$ cat config.mk
export PLATFORM = sky130hd
export DESIGN_NAME = trash_cpu
export DESIGN_NICKNAME = d
export VERILOG_FILES = /design/src/rtl/trash_cpu.sv
export SDC_FILE = /design/constraint.sdc
export NUM_CORES = 1
export LEC_CHECK = 0
export ABC_AREA = 1
export BUFFER_PORTS_ARGS = -buffer_cell sky130_fd_sc_hd__buf_2
export CORE_MARGIN = 4
export CORE_UTILIZATION = 40
export DETAILED_ROUTE_END_ITERATION = 7
export PLACE_DENSITY = 0.66
export SLEW_MARGIN = 0
export SYNTH_ARGS = -nofsm -noshare
export SYNTH_HDL_FRONTEND = slang
export SYNTH_SLANG_ARGS = --single-unit
$ cat constraint.sdc
create_clock -name clk_i -period 6.2 [get_ports clk_i]
set_input_delay 0.93 -clock clk_i [delete_from_list [all_inputs] [get_ports clk_i]]
set_output_delay 0.93 -clock clk_i [all_outputs]
set_load 0.01 [all_outputs]
$ cat src/rtl/trash_cpu.sv
// trash_cpu: parametrised single-cycle toy processor with a loadable program store,
// register file, data memory and integrated ALU.
//
// Ports:
//   clk_i        - clock, all state updates on the rising edge
//   rst_ni       - synchronous active-low reset
//   run_i        - 0 = programming mode, 1 = execution mode
//   prog_valid_i - in programming mode, write prog_data_i to the program store
//   prog_data_i  - 16-bit instruction word to load
//   out_data_o   - last value emitted by an OUT instruction
//   out_valid_o  - one-cycle pulse when out_data_o updates
//   pc_o         - current program counter
//   halted_o     - high while halted
//
// Build option: define TRASH_DIV_EN to implement ALU div (3) and mod (4); otherwise those
// ALU ops leave the destination unchanged.
module trash_cpu #(
  parameter int unsigned DW     = 8,
  parameter int unsigned NREGS  = 4,
  parameter int unsigned PDEPTH = 8,
  parameter int unsigned MDEPTH = 16
) (
  input  logic                      clk_i,
  input  logic                      rst_ni,
  input  logic                      run_i,
  input  logic                      prog_valid_i,
  input  logic [15:0]               prog_data_i,
  output logic [DW-1:0]             out_data_o,
  output logic                      out_valid_o,
  output logic [$clog2(PDEPTH)-1:0] pc_o,
  output logic                      halted_o
);
  localparam int unsigned RAW = $clog2(NREGS);
  localparam int unsigned PAW = $clog2(PDEPTH);
  localparam int unsigned MAW = $clog2(MDEPTH);

  localparam logic [3:0] OpLdi  = 4'h1;
  localparam logic [3:0] OpAlu  = 4'h2;
  localparam logic [3:0] OpSt   = 4'h3;
  localparam logic [3:0] OpLd   = 4'h4;
  localparam logic [3:0] OpJmp  = 4'h5;
  localparam logic [3:0] OpJeq  = 4'h6;
  localparam logic [3:0] OpJne  = 4'h7;
  localparam logic [3:0] OpOut  = 4'h8;
  localparam logic [3:0] OpHalt = 4'hF;

  typedef enum logic [1:0] {StLoad, StRun, StHalt} state_e;

  state_e         state_q, state_d;
  logic [15:0]    prog_q [PDEPTH];
  logic [DW-1:0]  regs_q [NREGS];
  logic [DW-1:0]  mem_q  [MDEPTH];
  logic [PAW-1:0] pc_q, pc_d, lptr_q;
  logic [DW-1:0]  out_data_q;
  logic           out_valid_q;

  // Instruction decode
  logic [15:0]    instr;
  logic [3:0]     op, fc;
  logic [RAW-1:0] ra, rb;
  logic [7:0]     imm;
  logic [MAW-1:0] maddr;
  logic [PAW-1:0] jtgt;
  logic [DW-1:0]  a, b;
  logic           unused_instr;

  assign instr        = prog_q[pc_q];
  assign op           = instr[15:12];
  assign ra           = instr[8 +: RAW];
  assign rb           = instr[4 +: RAW];
  assign fc           = instr[3:0];
  assign imm          = instr[7:0];
  assign maddr        = instr[MAW-1:0];
  assign jtgt         = instr[PAW-1:0];
  assign a            = regs_q[ra];
  assign b            = regs_q[rb];
  assign unused_instr = ^instr;

  logic exec, load_we;

  // ALU
  logic [DW-1:0] alu_res;
  logic          alu_we;

  always_comb begin
    alu_res = a;
    alu_we  = 1'b1;
    unique case (fc)
      4'h0: alu_res = a + b;
      4'h1: alu_res = a - b;
      4'h2: alu_res = a * b;
`ifdef TRASH_DIV_EN
      4'h3: alu_res = (b == '0) ? '1 : a / b;
      4'h4: alu_res = (b == '0) ? a : a % b;
`else
      4'h3, 4'h4: alu_we = 1'b0;
`endif
      4'h5: alu_res = a & b;
      4'h6: alu_res = a | b;
      4'h7: alu_res = a ^ b;
      4'h8: alu_res = ~a;
      4'h9: alu_res = a << 1;
      4'hA: alu_res = a >> 1;
      4'hB: alu_res = a + DW'(1);
      4'hC: alu_res = a - DW'(1);
      4'hD: alu_res = (a < b) ? a : b;
      4'hE: alu_res = (a > b) ? a : b;
      4'hF: alu_res = b;
    endcase
  end

  // FSM: state register
  always_ff @(posedge clk_i) begin
    if (!rst_ni) begin
      state_q <= StLoad;
    end else begin
      state_q <= state_d;
    end
  end

  // FSM: next state. Leaving LOAD executes P[0] on the same edge, so LOAD and RUN share it.
  always_comb begin
    state_d = state_q;
    if (!run_i) begin
      state_d = StLoad;
    end else if (state_q != StHalt) begin
      state_d = (op == OpHalt) ? StHalt : StRun;
    end
  end

  // FSM: outputs / control strobes
  always_comb begin
    halted_o = (state_q == StHalt);
    exec     = run_i && (state_q != StHalt);
    load_we  = !run_i && (state_q == StLoad) && prog_valid_i;
  end

  // Next pc
  always_comb begin
    pc_d = pc_q;
    if (!run_i) begin
      pc_d = '0;
    end else if (exec) begin
      case (op)
        OpJmp:   pc_d = jtgt;
        OpJeq:   pc_d = (a == b) ? jtgt : pc_q + PAW'(1);
        OpJne:   pc_d = (a != b) ? jtgt : pc_q + PAW'(1);
        OpHalt:  pc_d = pc_q;
        default: pc_d = pc_q + PAW'(1);
      endcase
    end
  end

  // Register file / memory write strobes
  logic          rf_we, mem_we;
  logic [DW-1:0] rf_wdata;

  always_comb begin
    rf_we    = 1'b0;
    mem_we   = 1'b0;
    rf_wdata = alu_res;
    if (exec) begin
      case (op)
        OpLdi: begin
          rf_we    = 1'b1;
          rf_wdata = DW'(imm);
        end
        OpAlu: rf_we = alu_we;
        OpLd: begin
          rf_we    = 1'b1;
          rf_wdata = mem_q[maddr];
        end
        OpSt:    mem_we = 1'b1;
        default: ;
      endcase
    end
  end

  always_ff @(posedge clk_i) begin
    if (!rst_ni) begin
      pc_q        <= '0;
      lptr_q      <= '0;
      out_data_q  <= '0;
      out_valid_q <= 1'b0;
    end else begin
      pc_q        <= pc_d;
      out_valid_q <= exec && (op == OpOut);
      if (exec && (op == OpOut)) begin
        out_data_q <= a;
      end
      if (load_we) begin
        lptr_q <= lptr_q + PAW'(1);
      end else if (!run_i && (state_q != StLoad)) begin
        lptr_q <= '0;
      end
    end
  end

  always_ff @(posedge clk_i) begin
    if (!rst_ni) begin
      prog_q <= '{default: '0};
      regs_q <= '{default: '0};
      mem_q  <= '{default: '0};
    end else begin
      if (load_we) begin
        prog_q[lptr_q] <= prog_data_i;
      end
      if (rf_we) begin
        regs_q[ra] <= rf_wdata;
      end
      if (mem_we) begin
        mem_q[maddr] <= a;
      end
    end
  end

  assign out_data_o  = out_data_q;
  assign out_valid_o = out_valid_q;
  assign pc_o        = pc_q;

endmodule

Word level (Yosys, flattened, before mapping)
Index checks and enable logic that the tools add are counted.
Storage, ports and cells
  logic and storage cells: 142
  output and inout bits: 13
  register bits: 305
  input port bits: 20
Cells by class
  mux-type cells: 37
  equality and inequality tests: 28
  bitwise gates (word level): 10
  magnitude comparators: 10
  multiply operators: 1
  reductions and logical operators: 17
  add/subtract/negate cells: 6
Operators by type and width (count)
  128-bit bitwise mux: 2
  8-bit case mux with 14 select lines: 1
  8-bit two-way mux: 11
  16-bit binary-select mux with 3-bit select: 1
  16-bit demux with 3-bit select: 1
  16-bit two-way mux: 3
  4-bit == test (second input constant): 10
  8-bit binary-select mux with 2-bit select: 2
  8-bit binary-select mux with 4-bit select: 1
  32-bit bitwise mux: 1
  8-bit demux with 4-bit select: 1
  4-bit by 3-bit == test with 1-bit output (second input constant): 8
  8-bit demux with 2-bit select: 1
  4-bit by 2-bit == test with 1-bit output (second input constant): 4
  8-bit case mux with 2 select lines: 1
  3-bit two-way mux: 4
  3-bit case mux with 4 select lines: 1
  8-bit by 1-bit adder with 8-bit output (second input constant): 1
  8-bit adder: 1
  8-bit bitwise AND: 1
  4-bit by 1-bit == test with 1-bit output (second input constant): 2
  8-bit == test: 1
  4-bit >= comparator (second input constant): 2
  8-bit greater-than comparator: 1
  30 further kinds: 47

Longest topological paths before layout
Gate-level depths: netlist of run 1.
  word-level depth: 14
  mapped depth: 43
  gate-level depth less buffers: 40

Worst setup path before layout of run 1
Ideal clock, no wire load.
  kind: register to register
  start point: register pc_q[0] (netlist: pc_o[0])
  end point: register regs_q[31] (netlist bit)
  path slack: 793 ps
  setup time: 109 ps
  buffers on the path: 3
  period minus slack after synthesis: 5407 ps
  data arrival time: 5297 ps
  stages on the path, launching flop included: 41
  required time: 6091 ps
  path through: dfxtp_1 buf_4 nand2_1 nand3_1 nand3_4 nand2_4 buf_6 buf_6 nand2_1 nand3_1 nand2_2 inv_1 nand2_1 fa_1 fa_1 inv_1 fa_1 inv_1 [5 not listed] nor2_1 xor2_1 nand3b_1 nand2_1 nand2_1 nand2_1 nand2_1 nand2_1 inv_1 nand3_1 nand2_1 nor2_1 nor2_1 nand2_1 nand2_2 nand3_1 nand2_1 inv_1
On the way
  cells in the longest elaborated chain, start to end: 14
Ends and longest elaborated chain
  start: declaration: RTL line 53  | logic [PAW-1:0] pc_q, pc_d, lptr_q;
  start signal: assignment: RTL line 186  | pc_q <= pc_d;
  3-bit inverter with 4-bit output (implied by the code) *: RTL line 67  | assign instr = prog_q[pc_q];
  16-bit binary-select mux with 3-bit select *: RTL line 67
  16-bit two-way mux (implied by the code) * (2 in a row): RTL line 67
  parallel branches: the longest is 10 deep, another holds 8-bit by 8-bit multiplier with 8-bit output
  end signal: indexed assignment: RTL line 209  | regs_q[ra] <= rf_wdata;
  end: declaration: RTL line 51  | logic [DW-1:0] regs_q [NREGS];
Mark *: on every way between the ends. The select of a mux whose other input is x is not followed.
A chain may end at the register's enable or synchronous reset.

Worst setup path after layout of run 1
  start point: register pc_q[1] (netlist: pc_o[1])
  end point: register regs_q[22] (netlist bit)
On the way
  cells in the longest elaborated chain, start to end: 14
Ends and longest elaborated chain
  3-bit inverter with 4-bit output (implied by the code) *: RTL line 67
  16-bit binary-select mux with 3-bit select *: RTL line 67
  16-bit two-way mux (implied by the code) * (2 in a row): RTL line 67
  2-bit inverter with 3-bit output (implied by the code) *: RTL line 75  | assign a = regs_q[ra];
  8-bit binary-select mux with 2-bit select *: RTL line 75
  8-bit two-way mux (implied by the code) * (2 in a row): RTL line 75
  named net a[2]: RTL line 64  | logic [DW-1:0] a, b;
  parallel branches: the longest is 2 deep, another holds 8-bit by 8-bit multiplier with 8-bit output
  8-bit case mux with 14 select lines *: RTL line 88  | unique case (fc)
  8-bit case mux with 2 select lines: RTL line 163  | case (op)
  8-bit two-way mux *: RTL line 162  | if (exec) begin
  32-bit bitwise mux *: RTL line 209
Mark *: on every way through the listed nets, which the timed path passes. The select of a mux whose other input is x is not followed.

==> results of run 1 <==
-- per-layer routing --
layer  part of all wire [%]  global-route usage, %  wire length [µm]
met5                      0                      0                 0
met4                    2.6                   6.77              1330
met3                    7.7                   3.47              3950
met2                     46                   36.2             23200
met1                     44                   31.5             22500
-- layout make-up --
class	instances	area, µm²	share of cell area, %
clock inverter	18	278	1.57
multi-input combinational	1700	8800	49.8
timing repair buffer	73	479	2.71
tap	525	657	3.71
clock buffer	39	826	4.67
inverter	226	851	4.81
sequential	289	5790	32.7
-- worst min-delay path, delay by kind of cell, from the launching register on --
family / cells / cell delay, ps
compound gates: 1 / 50
buf+inv: 1 / 50
flops: 1 / 290
-- power by group through the flow --
stage,Combinational (W),Clock [W],Sequential [W]
after floorplan,0.00124,0,0.00194
after global placement,0.00172,0,0.00194
after detailed placement,0.00174,0,0.00194
after CTS,0.00175,0.00203,0.00190
after global routing,0.00198,0.00211,0.00191
final,0.00179,0.00201,0.00190
-- synthesized netlist by cell type (12+ instances only) --
| master | n |
|---|---|
| clkbuf_1 | 69 |
| buf_4 | 20 |
| inv_1 | 194 |
| nand2_2 | 33 |
| inv_2 | 27 |
| nor2_4 | 15 |
| nand3_2 | 13 |
| o21ai_0 | 310 |
| nand2_1 | 337 |
| nor2_1 | 346 |
| o22ai_1 | 86 |
| buf_2 | 16 |
| dfxtp_1 | 289 |
| a211oi_1 | 18 |
| a21oi_1 | 209 |
| nand3_1 | 160 |
| o21ai_1 | 37 |
| fa_1 | 12 |
| ha_1 | 48 |
-- final timing paths --
path	endpoint	startpoint	cells past startpoint	slack, ps
max reg2reg	regs_q[22]	pc_o[1]	34	440
max	regs_q[22]	pc_o[1]	34	440
min	prog_q[86]	prog_q[86]	2	450
min reg2reg	prog_q[86]	prog_q[86]	2	450
-- repair_timing --
| action | in CTS | in global routing |
|---|---|---|
| setup buffers | 0 | 0 |
| resized for setup | 0 | 8 |
| endpoints found under the hold margin | 0 | 0 |
| setup endpoints to repair | 0 | 12 |
-- metrics by stage --
stage,power (W),cells
3_5_place_dp,0.00369,2813
4_1_cts,0.00568,2870
3_3_place_gp,0.00366,2813
5_1_grt,0.00599,2870
2_1_floorplan,0.00318,2351
6_report,0.00570,2870
-- registers in the layout (all words and copies together) (netlist names) --
signal       cells
out_data_o       8
state_q          2
out_valid_o      1
mem_q          128
regs_q          32
pc_o             3
lptr_q           3
prog_q         112
-- cell families after synthesis --
| family | share of synthesized area (%) |
|---|---|
| and+or+nand+nor | 26.4 |
| AOI/OAI and AO/OA | 22.5 |
| buffers and inverters | 9.57 |
| DFF | 35.9 |
| adders and majority gates | 5.22 |
| xor gates and xnor gates | 0.381 |
==> flow_summary.toml, run 1 <==
[timing]
max_slew_margin_pct = 29.6
fmax_mhz = 174
rsz0062_at_grt = "false"
final.setup.worst_slack_ps = 438
hold_ws_ps = 446
slew_violations = 0
setup_viol = 0
period_needed_ps = 5760
min_period_over_period_pct = 92.9
hold_viol = 0
worst_slew_pin_slew_ps = 1060
fin_setup_tns_ps = 0
fin_skew_ps = 14.4

[power_and_ir_drop]
leakage_nw = 7.83
power.share.clock_pct = 35.2
combPwrFrac_pct = 31.4
switching_share_pct = 36.2
powerDensity_mw_per_mm2 = 322
power.switching_w = 0.00206
p_int_w = 0.00364
seqPwrFrac_pct = 33.4
ir_drop_mv = 0.217

[logic_synthesis]
synth_fp_nets = 2431
async_flop_share_pct = 0
synth_edf_count = 0
synthCells = 2351
ys_seq_elements = 289
seq_area_frac_synth_pct = 35.9
synth_largest_area_cell = "dfxtp_1"
synth_top_area_share_pct = 35.9
syn_area_mm2 = 0.0161
synth_warnings = 0
dominantRegCellSynth = "dfxtp_1"
synth_area_leaders = "dfxtp_1 (36%), o21ai_0 (9.6%), nor2_1 (8.1%), nand2_1 (7.9%), a21oi_1 (6.5%)"
synth_cell_types = 47
syn_area_per_cell_um2 = 6.85

[setup_path]
worst-endpoint-arrival_ps = 6240
slowest_delay_ps = 480
worstPathMaxFanout = 12
critPathRequiredTime_ps = 6670
crit_buf_inv = 9
endpoint_kind = "register"
critPathKind = "reg2reg"
cpLargestDelayFamily = "adder cells"
cpMaxStageDelayCell = "fa_1"
cpMostUsedCell = "inv_1"
cp-start-kind = "register"

[die]
start_util_pct = 40.5
fp.dieW_um = 209
core_area_mm2 = 0.0397
ios = 33
die_area_mm2 = 0.0435
die_h_um = 209
num_rows = 73

[clock_tree]
cts_made_buffers = 31
root_buffer = "clkbuf_16"
cts.sinks = 289
worst_skew_pair.late_latency_ps = 580
cts_tree = "built"
cts_max_level = 1
cts.path.max_buffers = 3
path_clk_slew_ps = 60
cts_hold_buffers = 0

[route]
drtAntennaViolNets = 0
drt_iter0_drc = 1748
dr.pass1.iters = 7
vias = 16000
detail_route.wl_per_cell_um = 17.8
drc = 0
via_per_inst = 5.57
drt-total-wl_um = 51000

[cells_and_area]
area_growth_pct = 9.77
design_area_mm2 = 0.0177
fin_util_pct = 44.5
fillers = 4004
drive_gt1_share_pct = 10.3
final_common_cell = "nor2_1"
most-common-layout-cells = "nor2_1 (346), nand2_1 (337), o21ai_0 (310)"
insertedDiodeCount = 0
final_nets = 2401

[global_route]
overflow = 0
grt_pass1_wl_um = 81600
track_usage_pct = 22.5
antenna_found_initial = 0
grt_pass1_vias = 14900
grt_max_degree = 126

[placement]
post-place-ws_ps = 366
io_buffers = 30
hpwl_um = 33500
post_dp_cell_area_mm2 = 0.0165
place.gp.congestion = 0.962

[status]
run_status = "complete, no violations"

[hold_path]
hp-class = "reg2reg"

[run]
cap_viol_max_count = 0
Power figures use the tool's default switching activity.
==> run 2: changes to the inputs <==
Settings changed: MAX_ROUTING_LAYER from default to met4.
==> run 2 against run 1 <==
Against the previous run:
- critical path depth grew 3
- clock skew shrank 1.5 ps
- final cell count grew 0.42%
==> flow_summary.toml, run 2 (synthesis gave the netlist of run 1 again) <==
[timing]
max_slew_margin_pct = 24.8
rsz0062_at_grt = "false"
fin_skew_ps = 13.0
hold_viol = 0
setup_viol = 0
min_period_over_period_pct = 92.7
fin_setup_tns_ps = 0
slew_violations = 0
worst_slew_pin_slew_ps = 1130
period_needed_ps = 5750
fmax_mhz = 174

[hold_path]
hold_end = "prog_q[116]"
hp-start = "prog_q[116]"
hp-class = "reg2reg"
whs_path_depth = 2

[die]
die_area_mm2 = 0.0435
core_area_mm2 = 0.0397
fp.dieW_um = 209
num_rows = 73
ios = 33
start_util_pct = 40.5
die_h_um = 209

[global_route]
track_usage_pct = 23.3
grt_pass1_wl_um = 81600
grt_pass1_vias = 14800
grt_max_degree = 136
overflow = 0
antenna_found_initial = 0

[power_and_ir_drop]
ir_drop_mv = 0.268
leakage_nw = 7.85
power.total_w = 0.00554
powerDensity_mw_per_mm2 = 313

[setup_path]
r2r-start = "pc_o[0]"
cpMaxStageDelayCell = "fa_1"
cp-start-kind = "register"
worst-endpoint-arrival_ps = 6220
startpoint = "pc_o[0]"
ff2ff_path_depth = 37
cpMostUsedCell = "nand2_1"
reg2reg_slack_ps = 450
critPathKind = "reg2reg"
endpoint_kind = "register"
slowest_delay_ps = 520
worst_r2r_endpoint = "regs_q[23]"
critPathRequiredTime_ps = 6670
worstPathMaxFanout = 13

[cells_and_area]
final_cell_count_no_fill = 2882
largest_reg_flops = 128
fillers = 4065
insertedDiodeCount = 0
drive_gt1_share_pct = 10.9
area_growth_pct = 9.99
design_area_mm2 = 0.0177
final_common_cell = "nor2_1"
largest_registers = "mem_q x128, prog_q x112, regs_q x32"
most-common-layout-cells = "nor2_1 (345), nand2_1 (336), o21ai_0 (310)"
fin_util_pct = 44.6
largest-register = "mem_q"
final_nets = 2416

[placement]
post_dp_cell_area_mm2 = 0.0166
place.gp.congestion = 0.930
io_buffers = 30
post-place-cells = 2823
hpwl_um = 33900

[route]
drtAntennaViolNets = 0
detail_route.wl_per_cell_um = 17.8
dr.pass1.iters = 5
drt-total-wl_um = 51200
via_per_inst = 5.54
drc = 0
vias = 16000
drt_iter0_drc = 1576

[clock_tree]
path_clk_slew_ps = 60
cts_tree = "built"
cts_made_buffers = 31
cts.path.max_buffers = 3
cts.sinks = 289
worst_skew_pair.late_latency_ps = 570
cts_max_level = 1
cts_hold_buffers = 0
root_buffer = "clkbuf_16"

[status]
run_status = "complete, no violations"

[run]
cap_viol_max_count = 0
==> run 2: cell count changes in the layout (fill, tap and decap cells not counted), moves of 2 or more <==
cell       change
nand3_2        -2
clkbuf_8       +7
clkinv_2       -4
buf_4         +14
bufinv_16      -6
nand3_4        +2
==> run 2: report_power, final <==
part           internal, W  switching [W]
logic             0.000538        0.00128
clock network      0.00106       0.000764
registers          0.00189      0.0000159
==> run 2: final cells by class <==
class                           instances  area [µm²]  share of cell area [%]
Multi-Input combinational cell       1700        8820                    49.8
Sequential cell                       289        5790                    32.7
Clock buffer                           46         922                    5.20
Inverter                              226         851                    4.80
Tap cell                              525         657                    3.71
Timing Repair Buffer                   88         596                    3.36
Clock inverter                          8        77.6                   0.438
==> run 2: metal layers <==
layer	up-vias	wire length, µm	global-route usage, %
li1	7802	-	-
met1	7429	23100	31.9
met2	623	22800	35.8
met3	117	3590	3.20
met4	0	1670	7.61
met5	-	0	-
==> run 2: worst max-delay path by stage <==
stage                            end  depth (start not counted)
after floorplan           regs_q[31]                         40
after global placement     regs_q[7]                         39
after detailed placement  regs_q[30]                         35
after CTS                 regs_q[30]                         35
after global routing       regs_q[7]                         39
final                     regs_q[23]                         37
==> run 2: critical path: cells and delay by family, from the launching register on <==
kind / cells / cell delay, ps
compound gates: 2 / 280
xor+xnor: 1 / 150
fa+ha+maj: 5 / 2190
buf+inv: 8 / 620
flops: 1 / 380
simple gates: 21 / 2000
==> run 2: through the flow <==
stage / worst slack, ps / hold slack (ps)
3_5_place_dp: 230 / 444
2_1_floorplan: 793 / 425
5_1_grt: 8.89 / 476
4_1_cts: 189 / 453
6_report: 450 / 452
3_3_place_gp: 213 / 436
==> run 2: what timing repair did <==
action                                  4_1_cts  5_1_grt
resized for setup                             0       14
buffers inserted                              0        5
endpoints found under the setup margin        0        8
==> run 3: changes to the inputs <==
Settings changed: REMOVE_ABC_BUFFERS from default to 1.
==> run 3 against run 2 <==
Against the previous run:
- non-clock buffer count is 3 higher
- via count rose by 0.59%
- largest cell class unchanged
- combinational power about the same
- clock skew up 9.1 ps
==> flow_summary.toml, run 3 (synthesis gave the netlist of run 1 again) <==
[setup_path]
slowest_delay_ps = 530
critPathKind = "reg2reg"
critPathRequiredTime_ps = 6710
ff2ff_path_depth = 38
cpMostUsedCell = "nand2_1"
worst-endpoint-arrival_ps = 6270
worstPathMaxFanout = 16
cp-start-kind = "register"
endpoint_kind = "register"
cpMaxStageDelayCell = "fa_1"

[clock_tree]
cts_max_level = 1
cts_tree = "built"
root_buffer = "clkbuf_16"
worst_skew_pair.late_latency_ps = 570
path_clk_slew_ps = 60
cts.path.max_buffers = 3
cts.sinks = 289
cts_made_buffers = 31

[cells_and_area]
largest_registers = "mem_q x128, prog_q x112, regs_q x32"
drive_gt1_share_pct = 11.1
most-common-layout-cells = "nor2_1 (346), nand2_1 (336), o21ai_0 (310)"
final_nets = 2420
insertedDiodeCount = 0
fillers = 4048
area_growth_pct = 10.6
largest-register = "mem_q"
final_common_cell = "nor2_1"
largest_reg_flops = 128
fin_util_pct = 44.9

[die]
die_h_um = 209
num_rows = 73
die_area_mm2 = 0.0435
fp.dieW_um = 209
start_util_pct = 40.5
core_area_mm2 = 0.0397
ios = 33

[global_route]
track_usage_pct = 23.0
overflow = 0
grt_max_degree = 131
grt_pass1_vias = 14800
antenna_found_initial = 0
grt_pass1_wl_um = 80800

[timing]
hold_viol = 0
rsz0062_at_grt = "false"
min_period_over_period_pct = 92.9
fmax_mhz = 174
fin_skew_ps = 22.1
worst_slew_pin_slew_ps = 1140
hold_ws_ps = 454
max_slew_margin_pct = 23.9
period_needed_ps = 5760
slew_violations = 0
setup_viol = 0

[route]
drt-total-wl_um = 50900
detail_route.wl_per_cell_um = 17.6
dr.pass1.iters = 6
vias = 16100
drtAntennaViolNets = 0
drt_iter0_drc = 1486
drc = 0
via_per_inst = 5.56

[placement]
hpwl_um = 33800
io_buffers = 30
place.gp.congestion = 0.956

[power_and_ir_drop]
leakage_nw = 7.91
ir_drop_mv = 0.231
powerDensity_mw_per_mm2 = 317

[hold_path]
whs_path_depth = 2
hp-class = "reg2reg"

[run]
cap_viol_max_count = 0

[status]
run_status = "complete, no violations"
==> run 3: cell count changes in the layout (fill, tap and decap cells not counted), sizes merged <==
| cell | previous run | this run |
|---|---|---|
| bufinv | 1 | 4 |
| clkinvlp | 2 | 1 |
| clkinv | 9 | 10 |
| nand3 | 175 | 176 |
| inv | 222 | 225 |
| clkbuf | 46 | 42 |
| buf | 88 | 91 |
==> run 3: final timing paths <==
kind                 endpoint  slack (ps)   startpoint
setup / recovery   regs_q[31]         440      pc_o[1]
hold / removal    prog_q[100]         450  prog_q[100]
setup reg to reg   regs_q[31]         440      pc_o[1]
hold reg to reg   prog_q[100]         450  prog_q[100]
==> run 3: power breakdown <==
group	total, W	switching (W)	internal, W
clock	0.00194	0.000780	0.00116
combinational	0.00181	0.00127	0.000535
sequential	0.00190	0.0000156	0.00189
==> run 3: worst max-delay path, delay by kind of cell, from the launching register on <==
| family | cells | cell delay [ps] |
|---|---|---|
| flip-flops | 1 | 350 |
| AND/OR/NAND/NOR | 23 | 2120 |
| XOR/XNOR | 1 | 140 |
| adder cells (fa/ha/maj) | 5 | 2240 |
| AO/OA/AOI/OAI | 1 | 120 |
| buffers and inverters | 8 | 740 |
==> run 3: timing repair <==
item                                    CTS  global route
setup buffers                             0            11
endpoints found under the setup margin    0            10
resized for setup                         0            17
hold endpoints to repair                  0             0
hold buffers                              0             0
==> run 3: cell type report <==
type,count,area (µm²),share of cell area (%)
inverter,226,856,4.80
tap,525,657,3.69
timing repair buffer,91,634,3.56
clock inverter,14,194,1.09
multi-input combinational,1701,8810,49.4
sequential,289,5790,32.5
clock buffer,42,877,4.92
==> run 3: per-stage QoR <==
stage	cells	total power, W	instance area (µm²)	worst slack, ps	setup TNS, ps
floorplan	2215	0.00312	15400	-695	-4520
global placement	2820	0.00367	16600	320	0
detailed placement	2820	0.00370	16600	310	0
CTS	2876	0.00564	17700	275	0
global route	2888	0.00596	17800	11.7	0
finish	2888	0.00565	17800	439	0
==> run 3: layer usage <==
metal	GRT usage (%)	part of all wire (%)
met1	31.3	44
met2	36.0	46
met5	-	0
met4	6.82	2.7
met3	2.96	7.3
